==> src/rtl/ram_access_pkg.sv <==
// Shared types and constants for the chip-select RAM access controller.
// Optional feature macro: RAM_ACCESS_READBACK_EN (adds the write readback states).
package ram_access_pkg;

  localparam int unsigned DEF_ADDR_W = 8;
  localparam int unsigned DEF_DATA_W = 8;
  localparam int unsigned DEF_LEN_W  = 4;

  // RAM rw pin encoding
  localparam logic RW_READ  = 1'b1;
  localparam logic RW_WRITE = 1'b0;

  typedef enum logic [2:0] {
    ST_IDLE       = 3'd0,
    ST_WAIT_WDATA = 3'd1,
    ST_SETUP      = 3'd2,
    ST_STROBE     = 3'd3,
    ST_CAPTURE    = 3'd4,
    ST_RELEASE    = 3'd5
`ifdef RAM_ACCESS_READBACK_EN
    ,
    ST_VERIFY     = 3'd6,
    ST_VCAPTURE   = 3'd7
`endif
  } state_t;

endpackage

==> src/rtl/ram_burst_counter.sv <==
// Burst address/beat bookkeeping: loads on accept, steps once per finished beat.
// Address wraps modulo 2^ADDR_W; last_beat is high while on the final beat.
module ram_burst_counter #(
  parameter int unsigned ADDR_W = 8,
  parameter int unsigned LEN_W  = 4
) (
  input  logic              clk,
  input  logic              reset,
  input  logic              i_load,
  input  logic              i_step,
  input  logic [ADDR_W-1:0] i_addr,
  input  logic [LEN_W-1:0]  i_len,
  output logic [ADDR_W-1:0] o_addr,
  output logic              o_last_beat
);

  logic [ADDR_W-1:0] r_addr;
  logic [LEN_W-1:0]  r_remain;

  // Load on accept; advance address and consume one beat per step
  always_ff @(posedge clk or posedge reset) begin
    if (reset) begin
      r_addr   <= '0;
      r_remain <= '0;
    end else if (i_load) begin
      r_addr   <= i_addr;
      r_remain <= i_len;
    end else if (i_step) begin
      r_addr <= r_addr + ADDR_W'(1);
      if (r_remain != '0) begin
        r_remain <= r_remain - LEN_W'(1);
      end
    end
  end

  assign o_addr      = r_addr;
  assign o_last_beat = (r_remain == '0);

endmodule

==> src/rtl/ram_access_ctrl.sv <==
// Host-side controller for the cs/rw strobe RAM: single or burst reads/writes
// over valid/ready, one cs pulse per beat with a full setup cycle before cs.
// Optional feature macro: RAM_ACCESS_READBACK_EN (verify every written beat, sticky err).
module ram_access_ctrl
  import ram_access_pkg::*;
#(
  parameter int unsigned ADDR_W = DEF_ADDR_W,
  parameter int unsigned DATA_W = DEF_DATA_W,
  parameter int unsigned LEN_W  = DEF_LEN_W
) (
  input  logic              clk,
  input  logic              reset,
  input  logic              req_valid,
  output logic              req_ready,
  input  logic              req_rw,
  input  logic [ADDR_W-1:0] req_addr,
  input  logic [LEN_W-1:0]  req_len,
  input  logic              wr_valid,
  output logic              wr_ready,
  input  logic [DATA_W-1:0] wr_data,
  output logic              rd_valid,
  output logic [DATA_W-1:0] rd_data,
  output logic              busy,
  output logic              err,
  output logic              ram_cs,
  output logic              ram_rw,
  output logic [ADDR_W-1:0] ram_addr,
  output logic [DATA_W-1:0] ram_din,
  input  logic [DATA_W-1:0] ram_dout
);

  state_t            r_state;
  logic              r_is_read;
  logic              r_ram_cs;
  logic              r_ram_rw;
  logic [DATA_W-1:0] r_ram_din;
  logic              r_rd_valid;
  logic [DATA_W-1:0] r_rd_data;
  logic              r_busy;
  logic              r_req_ready;
  logic              r_wr_ready;

  logic              w_accept;
  logic              w_beat_done;
  logic              w_last_beat;
  logic [ADDR_W-1:0] w_addr;

  // Requests are only taken while idle
  assign w_accept = (r_state == ST_IDLE) && req_valid;

  // A beat finishes after RELEASE, or after the verify read when readback is on
`ifdef RAM_ACCESS_READBACK_EN
  assign w_beat_done = ((r_state == ST_RELEASE) && r_is_read) || (r_state == ST_VCAPTURE);
`else
  assign w_beat_done = (r_state == ST_RELEASE);
`endif

  ram_burst_counter #(
    .ADDR_W (ADDR_W),
    .LEN_W  (LEN_W)
  ) u_burst_counter (
    .clk         (clk),
    .reset       (reset),
    .i_load      (w_accept),
    .i_step      (w_beat_done),
    .i_addr      (req_addr),
    .i_len       (req_len),
    .o_addr      (w_addr),
    .o_last_beat (w_last_beat)
  );

`ifdef RAM_ACCESS_READBACK_EN
  logic r_err;
`endif

  // Access sequencer: state plus all registered host/RAM outputs
  always_ff @(posedge clk or posedge reset) begin
    if (reset) begin
      r_state     <= ST_IDLE;
      r_is_read   <= RW_READ;
      r_ram_cs    <= 1'b0;
      r_ram_rw    <= RW_READ;
      r_ram_din   <= '0;
      r_rd_valid  <= 1'b0;
      r_rd_data   <= '0;
      r_busy      <= 1'b0;
      r_req_ready <= 1'b1;
      r_wr_ready  <= 1'b0;
`ifdef RAM_ACCESS_READBACK_EN
      r_err       <= 1'b0;
`endif
    end else begin
      r_rd_valid <= 1'b0;
      case (r_state)
        ST_IDLE: begin
          if (req_valid) begin
            r_is_read   <= (req_rw == RW_READ);
            r_ram_rw    <= req_rw;
            r_busy      <= 1'b1;
            r_req_ready <= 1'b0;
`ifdef RAM_ACCESS_READBACK_EN
            r_err       <= 1'b0;
`endif
            if (req_rw == RW_READ) begin
              r_state <= ST_SETUP;
            end else begin
              r_state    <= ST_WAIT_WDATA;
              r_wr_ready <= 1'b1;
            end
          end
        end
        ST_WAIT_WDATA: begin
          if (wr_valid) begin
            r_ram_din  <= wr_data;
            r_wr_ready <= 1'b0;
            r_state    <= ST_SETUP;
          end
        end
        ST_SETUP: begin
          r_ram_cs <= 1'b1;
          r_state  <= ST_STROBE;
        end
        ST_STROBE: begin
          if (r_is_read) begin
            r_state <= ST_CAPTURE;
          end else begin
            r_ram_cs <= 1'b0;
            r_state  <= ST_RELEASE;
          end
        end
        ST_CAPTURE: begin
          r_rd_data  <= ram_dout;
          r_rd_valid <= 1'b1;
          r_ram_cs   <= 1'b0;
          r_state    <= ST_RELEASE;
        end
        ST_RELEASE: begin
`ifdef RAM_ACCESS_READBACK_EN
          if (!r_is_read) begin
            r_ram_cs <= 1'b1;
            r_ram_rw <= RW_READ;
            r_state  <= ST_VERIFY;
          end
`endif
        end
`ifdef RAM_ACCESS_READBACK_EN
        ST_VERIFY: begin
          r_state <= ST_VCAPTURE;
        end
        ST_VCAPTURE: begin
          if (ram_dout != r_ram_din) begin
            r_err <= 1'b1;
          end
          r_ram_cs <= 1'b0;
          r_ram_rw <= RW_WRITE;
        end
`endif
        default: begin
          r_ram_cs <= 1'b0;
          r_state  <= ST_IDLE;
        end
      endcase

      // End of beat: next beat or back to idle
      if (w_beat_done) begin
        if (w_last_beat) begin
          r_state     <= ST_IDLE;
          r_busy      <= 1'b0;
          r_req_ready <= 1'b1;
        end else if (r_is_read) begin
          r_state <= ST_SETUP;
        end else begin
          r_state    <= ST_WAIT_WDATA;
          r_wr_ready <= 1'b1;
        end
      end
    end
  end

`ifdef RAM_ACCESS_READBACK_EN
  assign err = r_err;
`else
  assign err = 1'b0;
`endif

  assign req_ready = r_req_ready;
  assign wr_ready  = r_wr_ready;
  assign rd_valid  = r_rd_valid;
  assign rd_data   = r_rd_data;
  assign busy      = r_busy;
  assign ram_cs    = r_ram_cs;
  assign ram_rw    = r_ram_rw;
  assign ram_addr  = w_addr;
  assign ram_din   = r_ram_din;

endmodule

==> config.mk <==
export PLATFORM = sky130hd
export DESIGN_NAME = ram_access_ctrl
export DESIGN_NICKNAME = d
export VERILOG_FILES = /design/src/rtl/ram_access_pkg.sv /design/src/rtl/ram_burst_counter.sv /design/src/rtl/ram_access_ctrl.sv
export SDC_FILE = /design/constraint.sdc
export NUM_CORES = 1
export LEC_CHECK = 0
export BUFFER_PORTS_ARGS = -buffer_cell sky130_fd_sc_hd__buf_2
export CAP_MARGIN = 0
export CORE_UTILIZATION = 42
export DETAILED_ROUTE_END_ITERATION = 7
export HOLD_SLACK_MARGIN = 0.02
export PLACE_DENSITY = 0.72
export SLEW_MARGIN = 10
export SYNTH_ARGS = -nofsm -noshare
export SYNTH_HDL_FRONTEND = slang
export SYNTH_HIERARCHICAL = 1
export SYNTH_SLANG_ARGS = --single-unit
==> constraint.sdc <==
create_clock -name clk -period 2.21 [get_ports clk]
set_input_delay 0.5525 -clock clk [delete_from_list [all_inputs] [get_ports clk]]
set_output_delay 0.5525 -clock clk [all_outputs]
set_load 0.02 [all_outputs]
## After elaboration in Yosys (flattened, before gate mapping)

Cells that the tools add are included.

- Add/sub/neg operators: 2
- Multipliers: 0
- Divide/modulo/power cells: 0
- Order comparisons: 0
- Equal/unequal tests: 8
- Shifts and indexed selects: 0
- Multiplexer cells: 31
- Bitwise logic cells: 1
- Reduce and logical (&&, ||, !) cells: 12

Operators with widths:

| kind | number |
|---|---|
| $mux W1 | 17 |
| $mux W8 | 2 |
| $pmux W3 S5 | 1 |
| $mux W4 | 3 |
| $reduce_and A2 Y1 | 5 |
| $mux W3 | 3 |
| $add A8 B1 Y8 const B | 1 |
| $eq A3 B2 Y1 const B | 2 |
| $eq A3 B3 Y1 const B | 2 |
| $mux W2 | 3 |
| $ne A3 B2 Y1 const B | 2 |
| $logic_not A4 Y1 | 1 |
| $reduce_bool A2 Y1 | 2 |
| $reduce_bool A4 Y1 | 1 |
| $sub A4 B1 Y4 const B | 1 |
| $eq A3 B1 Y1 const B | 1 |
| $logic_not A3 Y1 | 1 |
| $pmux W1 S3 | 1 |
| $reduce_or A3 Y1 | 1 |
| $ne A2 B2 Y1 const B | 1 |
| $pmux W1 S2 | 1 |
| $logic_and A1 B1 Y1 | 1 |
| $not A1 Y1 | 1 |

- Flip-flop bits (word level): 37
- Latch bits: 0
- Bits in writable memories: 0
- Memory bits (read-only): 0
- Logic and storage cells: 65
- Memories: 0

## Depth between registers and ports, before layout

Gate-level depths: netlist of the first run.

- Depth in word-level cells: 6
- Depth in mapped cells: 8

## Cells and area by module

Netlist of the first run, hierarchy kept.

Modules (own cells, without submodules):

| module | instances | cells an instance | area each (µm²) | seq. area each (µm²) |
|---|---|---|---|---|
| ram_access_ctrl | 1 | 84 | 1,093.5 | 628.1 |
| ram_burst_counter | 1 | 76 | 719.4 | 300.3 |

## Worst setup path after synthesis of the first run

No wires, ideal clock.

- Path kind: reg2reg
- Start: reg r_state[0]
- End: reg u_burst_counter.r_remain[0]
- Data arrival time: 1.816 ns
- Slack: 0.268 ns
- Cell stages (with the launch flop): 8
- Buffers on the path: 3
- Period minus slack after synthesis: 1.942 ns
- Path through: dfrtp_1 > buf_6 > or4b_4 > clkinv_2 > buf_2 > buf_2 > nor2_1 > a221o_1

- Cells in the longest elaborated chain, start to end: 4
- Elaborated cells between the ends (all ways): 7

RTL lines:

| item | line | text |
|---|---|---|
| start: declaration | ram_access_ctrl.sv:32 | `state_t r_state;` |
| start signal: assignment | ram_access_ctrl.sv:79 | `r_state <= ST_IDLE;` |
| start signal: assignment | ram_access_ctrl.sv:105 | `r_state <= ST_SETUP;` |
| start signal: assignment | ram_access_ctrl.sv:107 | `r_state <= ST_WAIT_WDATA;` |
| $logic_not A3 Y1 * | ram_access_ctrl.sv:49 | `assign w_accept = (r_state == ST_IDLE) && req_valid;` |
| $logic_and A1 B1 Y1 * | ram_access_ctrl.sv:49 |  |
| named net w_accept | ram_access_ctrl.sv:43 | `logic w_accept;` |
| $reduce_bool A2 Y1 (no source line) | - |  |
| $reduce_and A2 Y1 (no source line) | - |  |
| end signal: assignment | ram_burst_counter.sv:27 | `r_remain <= i_len;` |
| end signal: assignment | ram_burst_counter.sv:31 | `r_remain <= r_remain - LEN_W'(1);` |
| end: declaration | ram_burst_counter.sv:18 | `logic [LEN_W-1:0] r_remain;` |

Mark *: on every way through the listed nets, which the timed path passes. The rest lies on a longest branch.
A chain may end at the register's enable or synchronous reset.

## Worst setup path in the final report of the first run

- Start: reg r_state[0]
- End: reg u_burst_counter.r_addr[6] (netlist: u_burst_counter/o_addr[6])

- Elaborated cells between the ends (all ways): 5

RTL lines:

| item | line | text |
|---|---|---|
| $eq A3 B3 Y1 | ram_access_ctrl.sv:55 | `assign w_beat_done = (r_state == ST_RELEASE);` |
| named net w_beat_done | ram_access_ctrl.sv:44 | `logic w_beat_done;` |
| $reduce_bool A2 Y1 (no source line) | - |  |
| end signal: assignment | ram_burst_counter.sv:26 | `r_addr <= i_addr;` |
| end signal: assignment | ram_burst_counter.sv:29 | `r_addr <= r_addr + ADDR_W'(1);` |
| end: declaration | ram_burst_counter.sv:17 | `logic [ADDR_W-1:0] r_addr;` |

The timed path passes the listed nets, and every way through them passes these cells.

==> results.ini, run 1 <==
[global_routing]
gr-total-overflow=0
grt_first_pass_wirelength_um=5950
globalRouteTotalUtil_pct=17.9
grt_antenna_before_repair=0
pin_count_of_the_biggest_net_entering_global_routing=26
first_global_vias=1286

[setup_path]
reg2reg_depth=6
crit_chain=nor2b_2 -> and2_1 -> buf_4 -> nand2_1 -> or4_1 -> nand3_1
cp_data_required_time_ns=2.42
endpoint_kind=register
crit_type=register to register
worstPathBufferInverterCount=1
startpoint_type=register
critical_path_peak_fanout=13
cp_slowest_stage_delay_ns=0.50
critical_path_arrival_ns=2.11
critPathTopFamily=simple AND/OR/NAND/NOR gates
critical-path-slowest-cell=dfrtp_1
worst-path-stages=6

[layout]
stdcell_count=274
layout.cells.most_common_list=buf_2 (62), dfrtp_1 (35), mux2_2 (17), nand2_1 (16)
nFillCells=366
drive_above_1_share_pct=45.5
sequential_cell_area_um2=928
final_cell_area_mm2=0.00225
antenna_cells_inserted=0
layout_commonest_cell=buf_2
multi_input_comb_area_um2=771
areaGrowthSynthToFinish_pct=23.9
design.final.nets=258

[flow_run]
max_cap_viols=0

[pwr]
total_leakage_power_uw=0.00106
worst_ir_drop_vdd_uv=819
p_per_cell_area_mw_per_mm2=1540

[timing]
setup_tns_ns=0
clock-skew-final_ns=0.00901
final_cycle_share_pct=85.9
report.final.setup_viol=0
maxClockFrequency_mhz=527
fin_ws_ns=0.311
setup_repair_after_global_routing_missed_its_margin=no
finalHoldViolations=0
final_max_slew_viol_count=0
timing.final.crit_period_ns=1.90

[cts]
clk_pin_slew_worst_paths_ns=0.08
post_cts_buffers=0
clock_insertion_delay_worst_skew_ns=0.28
holdBufCountCts=0
ctsHtreeMaxLevel=2
cts_made_buffers=5
number_of_sinks_driven_by_the_clock_tree=37
tritoncts_clock_tree=yes
cts-root-to-sink-buffers=2
post_cts_resize_count=0
clock_tree.root_cell=clkbuf_8

[detailed_routing]
post_drt_via_cell_ratio=5.06
wl_final_um=3620
initialDrtViolationCount=36
drc_errors=0
route.detailed.wl_per_inst_um=13.2
routed-via-count=1386
drtAntennaViolNets=0
firstDrtPassIters=4

[placed_design]
dp_hpwl_um=2680
placedInstanceArea_mm2=0.00213
gpl.final_weighted_congestion=0.756
post-place-cells=266
port-buffer-count=62
pre_cts_ws_ns=0.245

[synthesis]
post_synth_inst_count=160
ys_top_cells_by_area=dfrtp_1 (48%), mux2_2 (11%), nand2_1 (3.3%)
post_synth_cell_types=46
synth_edf_count=0
post-synth-top-area-cell=dfrtp_1
synth_seq_area_share_pct=51.2
total_nets_after_synthesis=195
ys_dominant_reg_cell=dfrtp_1
synth.top_cell.area_share_pct=48.3
yosysWarnings=6
synth_async_sr_flop_share_pct=100
syn_area_per_cell_um2=11.3
post_synthesis_cell_area_mm2=0.00181
flip_flop_and_latch_count_after_synthesis=37

[floorplan]
die_x_extent_um=67.7
placeableCoreArea_mm2=0.00409
die-height_um=67.7
initial_utilization_pct=44.4
row_count=23
floorplan.die_area_mm2=0.00458
ioPinCount=64

[status]
run_status=completed

[worst_hold_path]
class_of_the_most_critical_hold_timing_path=input port to async pin

[final timing paths]
path	startpoint	to	slack [ns]
setup reg to reg	r_state[0]	u_burst_counter/o_addr[6]	0.31
hold reg to reg	ram_rw	ram_rw	0.50
setup / recovery	r_state[0]	u_burst_counter/o_addr[6]	0.31
min in group clk	req_addr[1]	u_burst_counter/o_addr[1]	0.49
hold / removal	reset	rd_data[2]	0.16
max in group asynchronous	reset	req_ready	1.50
[layer usage]
metal	up-vias	routed length, um	track usage [%]
li1	687	-	-
met1	662	1660	23.2
met2	33	1730	27.4
met3	4	198	6.76
met4	0	25	5.59
met5	-	0	0
[where the power goes]
part	total [uW]	switching, uW	leakage, uW	internal [uW]
Sequential	1330	305	0.000442	1020
Combinational	1530	843	0.000555	683
Clock	598	230	0.0000585	368
[layout make-up]
type	count	share of cell area, %
clock buffers	7	3.84
clock inverters	1	1.34
flip-flops and latches	37	41.3
well taps	50	2.79
multi-input cells	106	34.3
repair buffers	66	15.2
inverters	7	1.23
[per-stage QoR]
stage | utilization, % | power, uW | hold WS (ns)
global placement | 52.1 | 2830 | 0.441
floorplan | - | 2470 | 0.417
CTS | 55.0 | 3490 | 0.142
global route | 55.0 | 3700 | 0.165
finish | 55.0 | 3450 | 0.159
detailed placement | 52.1 | 2880 | 0.450
[state kept, by name, summed over array words and instances (netlist names)]
register and cells:
busy 1, r_state 3, ram_cs 1, ram_din 8
ram_rw 1, rd_data 8, rd_valid 1, req_ready 1
u_burst_counter/o_addr 8, u_burst_counter/r_remain 4, wr_ready 1
[synthesized netlist by cell type, types with 2 or more instances]
| master | n |
|---|---|
| mux2_2 | 17 |
| dfrtp_1 | 35 |
| nand3_1 | 5 |
| xor2_1 | 3 |
| a221o_1 | 2 |
| o21ai_0 | 4 |
| a21oi_1 | 4 |
| nor4_1 | 2 |
| buf_2 | 3 |
| buf_6 | 5 |
| nor2_1 | 5 |
| o21ai_1 | 6 |
| inv_1 | 6 |
| nand4_1 | 4 |
| a22o_1 | 2 |
| ha_1 | 2 |
| nor2b_1 | 5 |
| buf_4 | 2 |
| dfstp_2 | 2 |
| or2b_1 | 2 |
| and2_1 | 2 |
| nand2_1 | 16 |
| or4_1 | 3 |
[cell families after synthesis]
| family | synth area share [%] |
|---|---|
| adders and majority gates | 1.38 |
| DFF | 51.2 |
| muxes | 11.7 |
| xor gates and xnor gates | 1.93 |
| buffers and inverters | 6.28 |
| AOI/OAI and AO/OA | 8.77 |
| other | 0.207 |
| and+or+nand+nor | 18.5 |
Note: power is estimated with default switching activity, not from simulation.
==> inputs of run 2 (changes only) <==
--- a/config.mk
+++ b/config.mk
@@ -7,6 +7,7 @@
 export LEC_CHECK = 0
 export BUFFER_PORTS_ARGS = -buffer_cell sky130_fd_sc_hd__buf_2
 export CAP_MARGIN = 0
+export CORE_MARGIN = 5
 export CORE_UTILIZATION = 42
 export DETAILED_ROUTE_END_ITERATION = 7
 export HOLD_SLACK_MARGIN = 0.02
==> results.ini, run 2 (synthesis gave the netlist of run 1 again) <==
[timing]
clock-skew-final_ns=0.00409  ; -0.00492 ns
timing.final.crit_period_ns=1.82  ; -0.0834 ns
finalHoldViolations=0  ; unchanged
maxClockFrequency_mhz=551  ; +4.6%
final_cycle_share_pct=82.1  ; -3.8 points
fin_ws_ns=0.395  ; +0.0834 ns
final_max_slew_viol_count=0  ; unchanged
setup_repair_after_global_routing_missed_its_margin=no
setup_tns_ns=0  ; unchanged
report.final.setup_viol=0  ; unchanged

[global_routing]
grt.busiest_layer=met2
first_global_vias=1358  ; +5.6%
grtUsageMet1_pct=17.8  ; -5.4 points
met2_routing_resource_usage_after_global_routing_pct=22.5  ; -4.8 points
pin_count_of_the_biggest_net_entering_global_routing=26  ; unchanged
gr-total-overflow=0  ; unchanged
grt_first_pass_wirelength_um=6040  ; +1.5%
globalRouteTotalUtil_pct=14.0  ; -3.9 points
met3_use_gr_pct=3.83  ; -2.9 points
grt_antenna_before_repair=0  ; unchanged

[floorplan]
die_x_extent_um=75.7  ; +12%
placeableCoreArea_mm2=0.00409  ; unchanged
ioPinCount=64  ; unchanged
row_count=23  ; unchanged
die-height_um=75.7  ; +12%
initial_utilization_pct=44.4  ; unchanged
floorplan.die_area_mm2=0.00573  ; +25%

[worst_hold_path]
class_of_the_most_critical_hold_timing_path=input port to async pin

[setup_path]
crit_type=register to register
critical_path.reg2reg.endpoint=u_burst_counter/o_addr[5]
reg2reg_setup_slack_ns=0.39  ; +0.08 ns
cp_data_required_time_ns=2.38  ; -0.04 ns
critical_path.reg2reg.startpoint=r_state[1]
startpoint_type=register
endpoint_kind=register
reg2reg_depth=5  ; -1
critical_path_arrival_ns=1.99  ; -0.12 ns
critical_path_peak_fanout=22  ; +9

[pwr]
switching_fraction_of_total_power_pct=40.2  ; +0.33 points
power.share.sequential_pct=37.7  ; -0.8 points
p_per_cell_area_mw_per_mm2=1530  ; -0.55%
power_switching_uw=1390  ; +0.88%
power.share.combinational_pct=45.3  ; +1.1 points
power.share.clock_pct=17.0  ; -0.3 points
cellInternalPower_uw=2060  ; -0.49%
total_power_uw=3450  ; about the same
total_leakage_power_uw=0.00106  ; +0.58%
worst_ir_drop_vdd_uv=756  ; -7.7%

[layout]
nFillCells=361  ; -1.4%
antenna_cells_inserted=0  ; unchanged
layout_commonest_cell=buf_2
drive_above_1_share_pct=46.5  ; +0.92 points
design.final.nets=260  ; +0.78%
stdcell_count=276  ; +0.73%
layout.cells.most_common_list=buf_2 (62), dfrtp_1 (35), mux2_2 (17), nand2_1 (16)
areaGrowthSynthToFinish_pct=24.6

[cts]
clock_insertion_delay_worst_skew_ns=0.29  ; about the same
cts-root-to-sink-buffers=2  ; unchanged
number_of_sinks_driven_by_the_clock_tree=37  ; unchanged
clock_tree.root_cell=clkbuf_8
post_cts_buffers=0  ; unchanged
ctsHtreeMaxLevel=2  ; unchanged
post_cts_resize_count=0  ; unchanged
holdBufCountCts=0  ; unchanged
cts_made_buffers=5  ; unchanged
tritoncts_clock_tree=yes
clk_pin_slew_worst_paths_ns=0.08  ; about the same

[detailed_routing]
routed-via-count=1402  ; +1.2%
drc_errors=0  ; unchanged
initialDrtViolationCount=77  ; +110%
wl_final_um=3750  ; +3.6%
firstDrtPassIters=4  ; unchanged
drtAntennaViolNets=0  ; unchanged
route.detailed.wl_per_inst_um=13.6  ; +2.9%
post_drt_via_cell_ratio=5.08  ; +0.42%

[status]
run_status=completed

[placed_design]
post-place-cells=268  ; +0.75%
dp_hpwl_um=2860  ; +6.6%
pre_cts_ws_ns=0.295  ; +0.0496 ns
gpl.final_weighted_congestion=0.875  ; +16%
port-buffer-count=62  ; unchanged

[flow_run]
max_cap_viols=0  ; unchanged

[run 2: cell type report]
cell class              instances  area (um2)  share of cell area, %
flip-flops and latches         37         928                   41.1
multi-input cells             106         771                   34.1
repair buffers                 68         355                   15.7
clock buffers                   5        68.8                   3.05
well taps                      50        62.6                   2.77
clock inverters                 3        46.3                   2.05
inverters                       7        27.5                   1.22
[run 2: power groups by stage]
stage	clock (uW)	combinational [uW]	sequential [uW]
6_report	588	1560	1300
5_1_grt	635	1720	1370
4_1_cts	600	1590	1310
3_5_place_dp	0	1590	1310
3_3_place_gp	0	1560	1310
2_1_floorplan	0	889	1580
[run 2: metal layers]
metal / wire (um) / vias up
met4: 79 / 0
met1: 1560 / 662
li1: - / 696
met2: 1920 / 35
met5: 0 / -
met3: 191 / 9
[run 2: critical path: stages (launching register included)]
cell	delay, ns
dfrtp_1	0.48
or4b_4	0.58
clkinv_2	0.23
and2b_2	0.25
o21ai_0	0.06
nand3_1	0.09
[run 2: how the worst max path moves through the flow]
stage / end / cells past startpoint / slack (ns) / start
2_1_floorplan: u_burst_counter/r_remain[0] / 7 / 0.27 / r_state[0]
3_3_place_gp: u_burst_counter/o_addr[5] / 6 / 0.33 / req_valid
3_5_place_dp: u_burst_counter/o_addr[5] / 6 / 0.29 / req_valid
4_1_cts: u_burst_counter/o_addr[5] / 5 / 0.40 / r_state[1]
5_1_grt: u_burst_counter/o_addr[5] / 5 / 0.24 / r_state[2]
6_report: u_burst_counter/o_addr[5] / 5 / 0.39 / r_state[1]
[run 2: through the flow]
stage | hold WS, ns | area, um2 | utilization [%]
3_3_place_gp | 0.484 | 2140 | 52.5
2_1_floorplan | 0.417 | 1810 | -
4_1_cts | 0.291 | 2260 | 55.3
6_report | 0.286 | 2260 | 55.3
3_5_place_dp | 0.490 | 2140 | 52.5
5_1_grt | 0.312 | 2260 | 55.3
